## config.mk

```make
export PLATFORM = sky130hd
export DESIGN_NAME = bus_arbit_rr
export DESIGN_NICKNAME = d
export VERILOG_FILES = /design/src/rtl/bus_arbit_rr.sv
export SDC_FILE = /design/constraint.sdc
export NUM_CORES = 1
export LEC_CHECK = 0
export CELL_PAD_IN_SITES_DETAIL_PLACEMENT = 0
export CELL_PAD_IN_SITES_GLOBAL_PLACEMENT = 1
export CORE_MARGIN = 2
export CORE_UTILIZATION = 51
export DETAILED_ROUTE_END_ITERATION = 16
export DONT_BUFFER_PORTS = 1
export PLACE_DENSITY = 0.87
export SLEW_MARGIN = 20
export SYNTH_ARGS = -nofsm -noshare
export SYNTH_HDL_FRONTEND = slang
export SYNTH_SLANG_ARGS = --single-unit
```

## constraint.sdc

```tcl
create_clock -name clk -period 3.6 [get_ports clk]
set_input_delay 0.54 -clock clk [delete_from_list [all_inputs] [get_ports clk]]
set_output_delay 0.54 -clock clk [all_outputs]
set_load 0.05 [all_outputs]
```

## src/rtl/bus_arbit_rr.sv

```systemverilog
// bus_arbit_rr -- N-master shared-bus arbiter with registered one-hot grant.
//
// Selects one bus owner per cycle. Arbitration is fixed priority (lowest index
// wins) or round-robin (search starts after the current owner). When nobody
// requests, the bus parks on PARK_ID. The grant is therefore never empty.
// A burst hold limit stops one master from keeping the bus forever while
// others wait.
//
// Optional feature: define ARB_LOCK_EN to add the lock port. While lock is high
// and the owner still requests, the owner keeps the bus past the hold limit.
//
// Ports
//   clk        rising-edge clock
//   reset      asynchronous, active-high reset
//   req        request vector, bit i = master i
//   lock       burst lock from the current owner (ARB_LOCK_EN only)
//   grant      registered one-hot grant
//   grant_id   binary index of the granted master (bus mux select)
//   grant_chg  high for one cycle when the grant changed on the last edge
module bus_arbit_rr #(
    parameter int NUM_M    = 4,
    parameter int MODE     = 1,
    parameter int MAX_HOLD = 8,
    parameter int PARK_ID  = 0
) (
    input  logic                     clk,
    input  logic                     reset,
    input  logic [NUM_M-1:0]         req,
`ifdef ARB_LOCK_EN
    input  logic                     lock,
`endif
    output logic [NUM_M-1:0]         grant,
    output logic [$clog2(NUM_M)-1:0] grant_id,
    output logic                     grant_chg
);

    localparam int ID_W = $clog2(NUM_M);
    // hold_cnt only needs to reach MAX_HOLD-1
    localparam int CW   = (MAX_HOLD > 1) ? $clog2(MAX_HOLD) : 1;
    localparam logic [ID_W-1:0] PARK    = ID_W'(PARK_ID);
    localparam logic [CW-1:0]   CNT_MAX = (MAX_HOLD > 0) ? CW'(MAX_HOLD - 1) : '0;

    logic [ID_W-1:0]  r_id;
    logic [NUM_M-1:0] r_grant;
    logic             r_chg;
    logic [CW-1:0]    r_cnt;

    logic [NUM_M-1:0] w_others;
    logic             w_own_req;
    logic             w_limit;
    logic             w_lock_hold;
    logic             w_found;
    logic [ID_W-1:0]  w_idx;
    logic [ID_W-1:0]  w_win;
    logic [ID_W-1:0]  w_next_id;
    logic [CW-1:0]    w_next_cnt;

    assign w_own_req = req[r_id];
    // Competitors for a hand-over; the owner is never a candidate because a
    // hand-over only happens when it dropped req or hit its limit.
    assign w_others  = req & ~(NUM_M'(1) << r_id);
    assign w_limit   = (MAX_HOLD != 0) && (r_cnt == CNT_MAX);

`ifdef ARB_LOCK_EN
    assign w_lock_hold = lock;
`else
    assign w_lock_hold = 1'b0;
`endif

    // Winner among the other requesters
    always_comb begin
        w_win   = r_id;
        w_found = 1'b0;
        w_idx   = '0;
        if (MODE == 0) begin
            // descending scan so the lowest set index is written last
            for (int i = NUM_M - 1; i >= 0; i--) begin
                if (w_others[ID_W'(i)]) w_win = ID_W'(i);
            end
        end else begin
            for (int k = 1; k < NUM_M; k++) begin
                w_idx = ID_W'((int'(r_id) + k) % NUM_M);
                if (!w_found && w_others[w_idx]) begin
                    w_win   = w_idx;
                    w_found = 1'b1;
                end
            end
        end
    end

    // Ownership decision
    always_comb begin
        w_next_id  = r_id;
        w_next_cnt = r_cnt;
        if (req == '0) begin
            w_next_id  = PARK;
            w_next_cnt = '0;
        end else if (w_own_req && w_lock_hold) begin
            // locked burst: keep owner, counter frozen
            w_next_id = r_id;
        end else if (w_own_req && !w_limit) begin
            w_next_cnt = (MAX_HOLD == 0) ? '0 : r_cnt + CW'(1);
        end else if (w_own_req && (w_others == '0)) begin
            // limit reached but nobody else waiting: keep, counter saturated
            w_next_id = r_id;
        end else begin
            w_next_id  = w_win;
            w_next_cnt = '0;
        end
    end

    always_ff @(posedge clk or posedge reset) begin
        if (reset) begin
            r_id    <= PARK;
            r_grant <= NUM_M'(1) << PARK;
            r_chg   <= 1'b0;
            r_cnt   <= '0;
        end else begin
            r_id    <= w_next_id;
            r_grant <= NUM_M'(1) << w_next_id;
            r_chg   <= (w_next_id != r_id);
            r_cnt   <= w_next_cnt;
        end
    end

    assign grant     = r_grant;
    assign grant_id  = r_id;
    assign grant_chg = r_chg;

endmodule

```

==> summary.md <==
| Metric | Value |
|---|---|
| Die height | 44.85 um |
| Ys Warns | 0 |
| Cells taking the most area after synthesis | dfrtp_1, ha_1, mux4_2 |
| First-pass GRT wire length | around 2.7 mm |
| Final setup fails | 0 |
| Pin count of the biggest net entering global routing | 14 |
| Vias in the first global route | slightly above 600 |
| Via/cell ratio | about 6.4 |
| Mapped Cells | just under 80 |
| Least-Margin Pin Slew | ~0.46 ns |
| Critical Path Start | grant_id[0]$_DFF_PP0_ |
| WL final | 1.631 mm |
| Async S/R FF share, synth | 100.0% |
| Routed len/inst | approximately 17 um |
| XOR/XNOR share of the synthesized area | between 1 and 1.5% |
| Total grt overflow | 0 |
| Max cap viols | 0 |
| Crit share post-route | between 60 and 70% |
| Core area | around 1500 um2 |
| Cts hold-fix bufs | 0 |
| Root buf cell | clkbuf_4 |
| Worst Path Class, Setup | flip-flop to flip-flop |
| Synthesis-to-layout area growth | 5.294% |
| Mean Syn Cell Area | roughly 11 um2 |
| Final Skew | around 0.0067 ns |
| Total track usage | about a fifth |
| PostCTS Resize Cnt | 0 |
| Setup Total Neg Slack | 0 ns |
| Die footprint | around 2000 um2 |
| IO Pins | 13 |
| Die Wd | 44.85 um |
| Req. time, crit path | approximately 3.8 ns |
| Synth Area in Simple Gates | about 23% |
| CTS tree | yes |
| Most common cell after layout, fill and taps aside | dfrtp_1 |
| Arrival time worst endpoint | about 2.7 ns |
| Flops & latches, synth | 10 |
| CP Max Fanout | 13 |
| Port Buffer Count | 0 |
| CTS Buf Count | 3 |
| CTS sink count | 10 |
| Initial DRC count | 19 |
| Cell variety after synth | 39 |
| Sequential-to-total area share from yosys stat | around 30% |
| Starting Density | about 55% |
| DP Wirelength | 1.330 mm |
| Clock transition at the registers of the reported paths | 0.06 ns |
| N_diodes | 0 |
| Worst setup endpoint | grant[3]$_DFF_PP0_ |
| Fin crit period | 2.477 ns |
| Status | completed |
| Initial antenna violation count | 0 |
| Top-area cell type share of the netlist area | between 20% and 30% |
| Max Root-Sink Buffers | 2 |
| Main flop type after synthesis | dfrtp_1 |
| Gp weighted congestion | between 0.8 and 0.9 |
| Worst r2r src | grant_id[0]$_DFF_PP0_ |
| Cell row count | 14 |
| Final Hold Fails | 0 |
| Area share of fa/ha/maj cells after synthesis | ~8.8% |
| Vias | about 620 |
| Post-synthesis mux area share | between 10% and 20% |
| Post-CTS repair timing setup buffer count | 0 |
| Layout Nets | 95 |
| Crit. End Element | flip-flop |
| Flop-to-flop setup slack | about 1.1 ns |
| Post-DRT Antenna Nets | 0 |
| Layout cell share with drive strength beyond 1 | approximately 26% |
| Crit start category | flip-flop |
| Hold WC Path Type | input pin to async pin |
| Main combinational cell family by area after synthesis | simple AND/OR/NAND/NOR gates |
| Synth Area in Compound Gates | approximately 22% |
| Residual DRC | 0 |
| Post-Syn Area | roughly 850 um2 |
| Max-slew headroom | a little over two thirds |
| Unrepaired setup endpoints after global routing | false |
| Synthesized Nets | 90 |
| Post-synth EDFFs | 0 |
| Max Fclk | around 400 MHz |
| First-pass detailed-route iteration total | 4 |
| Clock Latency Late Sink | roughly 0.26 ns |
| Yosys top cell by area | dfrtp_1 |
| Reg2Reg Capture Point | grant[3]$_DFF_PP0_ |
| Worst R2R Path Depth | 7 |
| Most frequent cells in the layout | dfrtp_1, nor2_1, ha_1 |
| H-Tree Depth | 1 |
| Final max-slew violation count | 0 |
logic make-up after synthesis:
| kind of cell | Yosys count |
|---|---|
| xor+xnor | 1 |
| buf+inv | 6 |
| fa+ha+maj | 6 |
| simple gates | 32 |
| compound gates | 17 |
| flops | 10 |
| mux | 6 |
worst min-delay path by stage:
stage	slack, ns	cells past startpoint	to
finish	0.13	1	grant_chg$_DFF_PP0_
global route	0.14	1	r_cnt[1]$_DFFE_PP0P_
CTS	0.13	1	grant_chg$_DFF_PP0_
detailed placement	0.42	1	r_cnt[1]$_DFFE_PP0P_
global placement	0.41	1	grant_chg$_DFF_PP0_
floorplan	0.38	1	grant[1]$_DFF_PP0_
metal layers:
layer / vias up / GRT usage [%] / part of all wire (%)
met3: 4 / 9.600 / 6.6
met5: - / 0 / 0
met1: 295 / 22.08 / 41
li1: 298 / - / -
met2: 27 / 29.57 / 50
met4: 0 / 5.882 / 2.2
cells in the mapped netlist (2+ instances only):
library cell,instances
dfrtp_1,9
ha_1,6
nor2_1,6
nand2_1,5
nand2b_1,5
nor2b_1,5
a22o_1,3
mux4_2,3
inv_1,2
inv_2,2
mux2i_1,2
nor3_1,2
o21ai_0,2
critical path: stages (launching register included):
cell and delay [ns]:
dfrtp_1 0.62, inv_2 0.13, ha_1 0.24, nand2b_1 0.17, mux4_2 0.51, o221ai_4 0.21, mux2i_1 0.30, nor3b_2 0.22
flip-flops by register name, summed over array words and instances, names as in the netlist:
register,count
grant_chg,1
grant,4
grant_id,2
r_cnt,3
final cells by class:
type	instances	area [um2]
clock buffers	4	26.28
fillers	141	645.6
inverters	4	15.01
multi-input cells	62	568.0
flip-flops and latches	10	251.5
well taps	16	20.02
repair buffers	2	15.01
stage by stage:
step / instances / utilization (%) / hold slack [ns] / setup slack [ns] / instance area, um2
after floorplan: 78 / - / 0.3795 / 1.077 / 850.8
after global placement: 94 / 56.41 / 0.4129 / 1.240 / 869.6
after detailed placement: 94 / 56.41 / 0.4234 / 1.172 / 869.6
after CTS: 98 / 58.12 / 0.1338 / 1.114 / 895.9
after global routing: 98 / 58.12 / 0.1435 / 0.9392 / 895.9
final: 98 / 58.12 / 0.1341 / 1.123 / 895.9
Power is not shown: default switching activity piles up to over one toggle a cycle in this logic, so the estimate is an artifact.
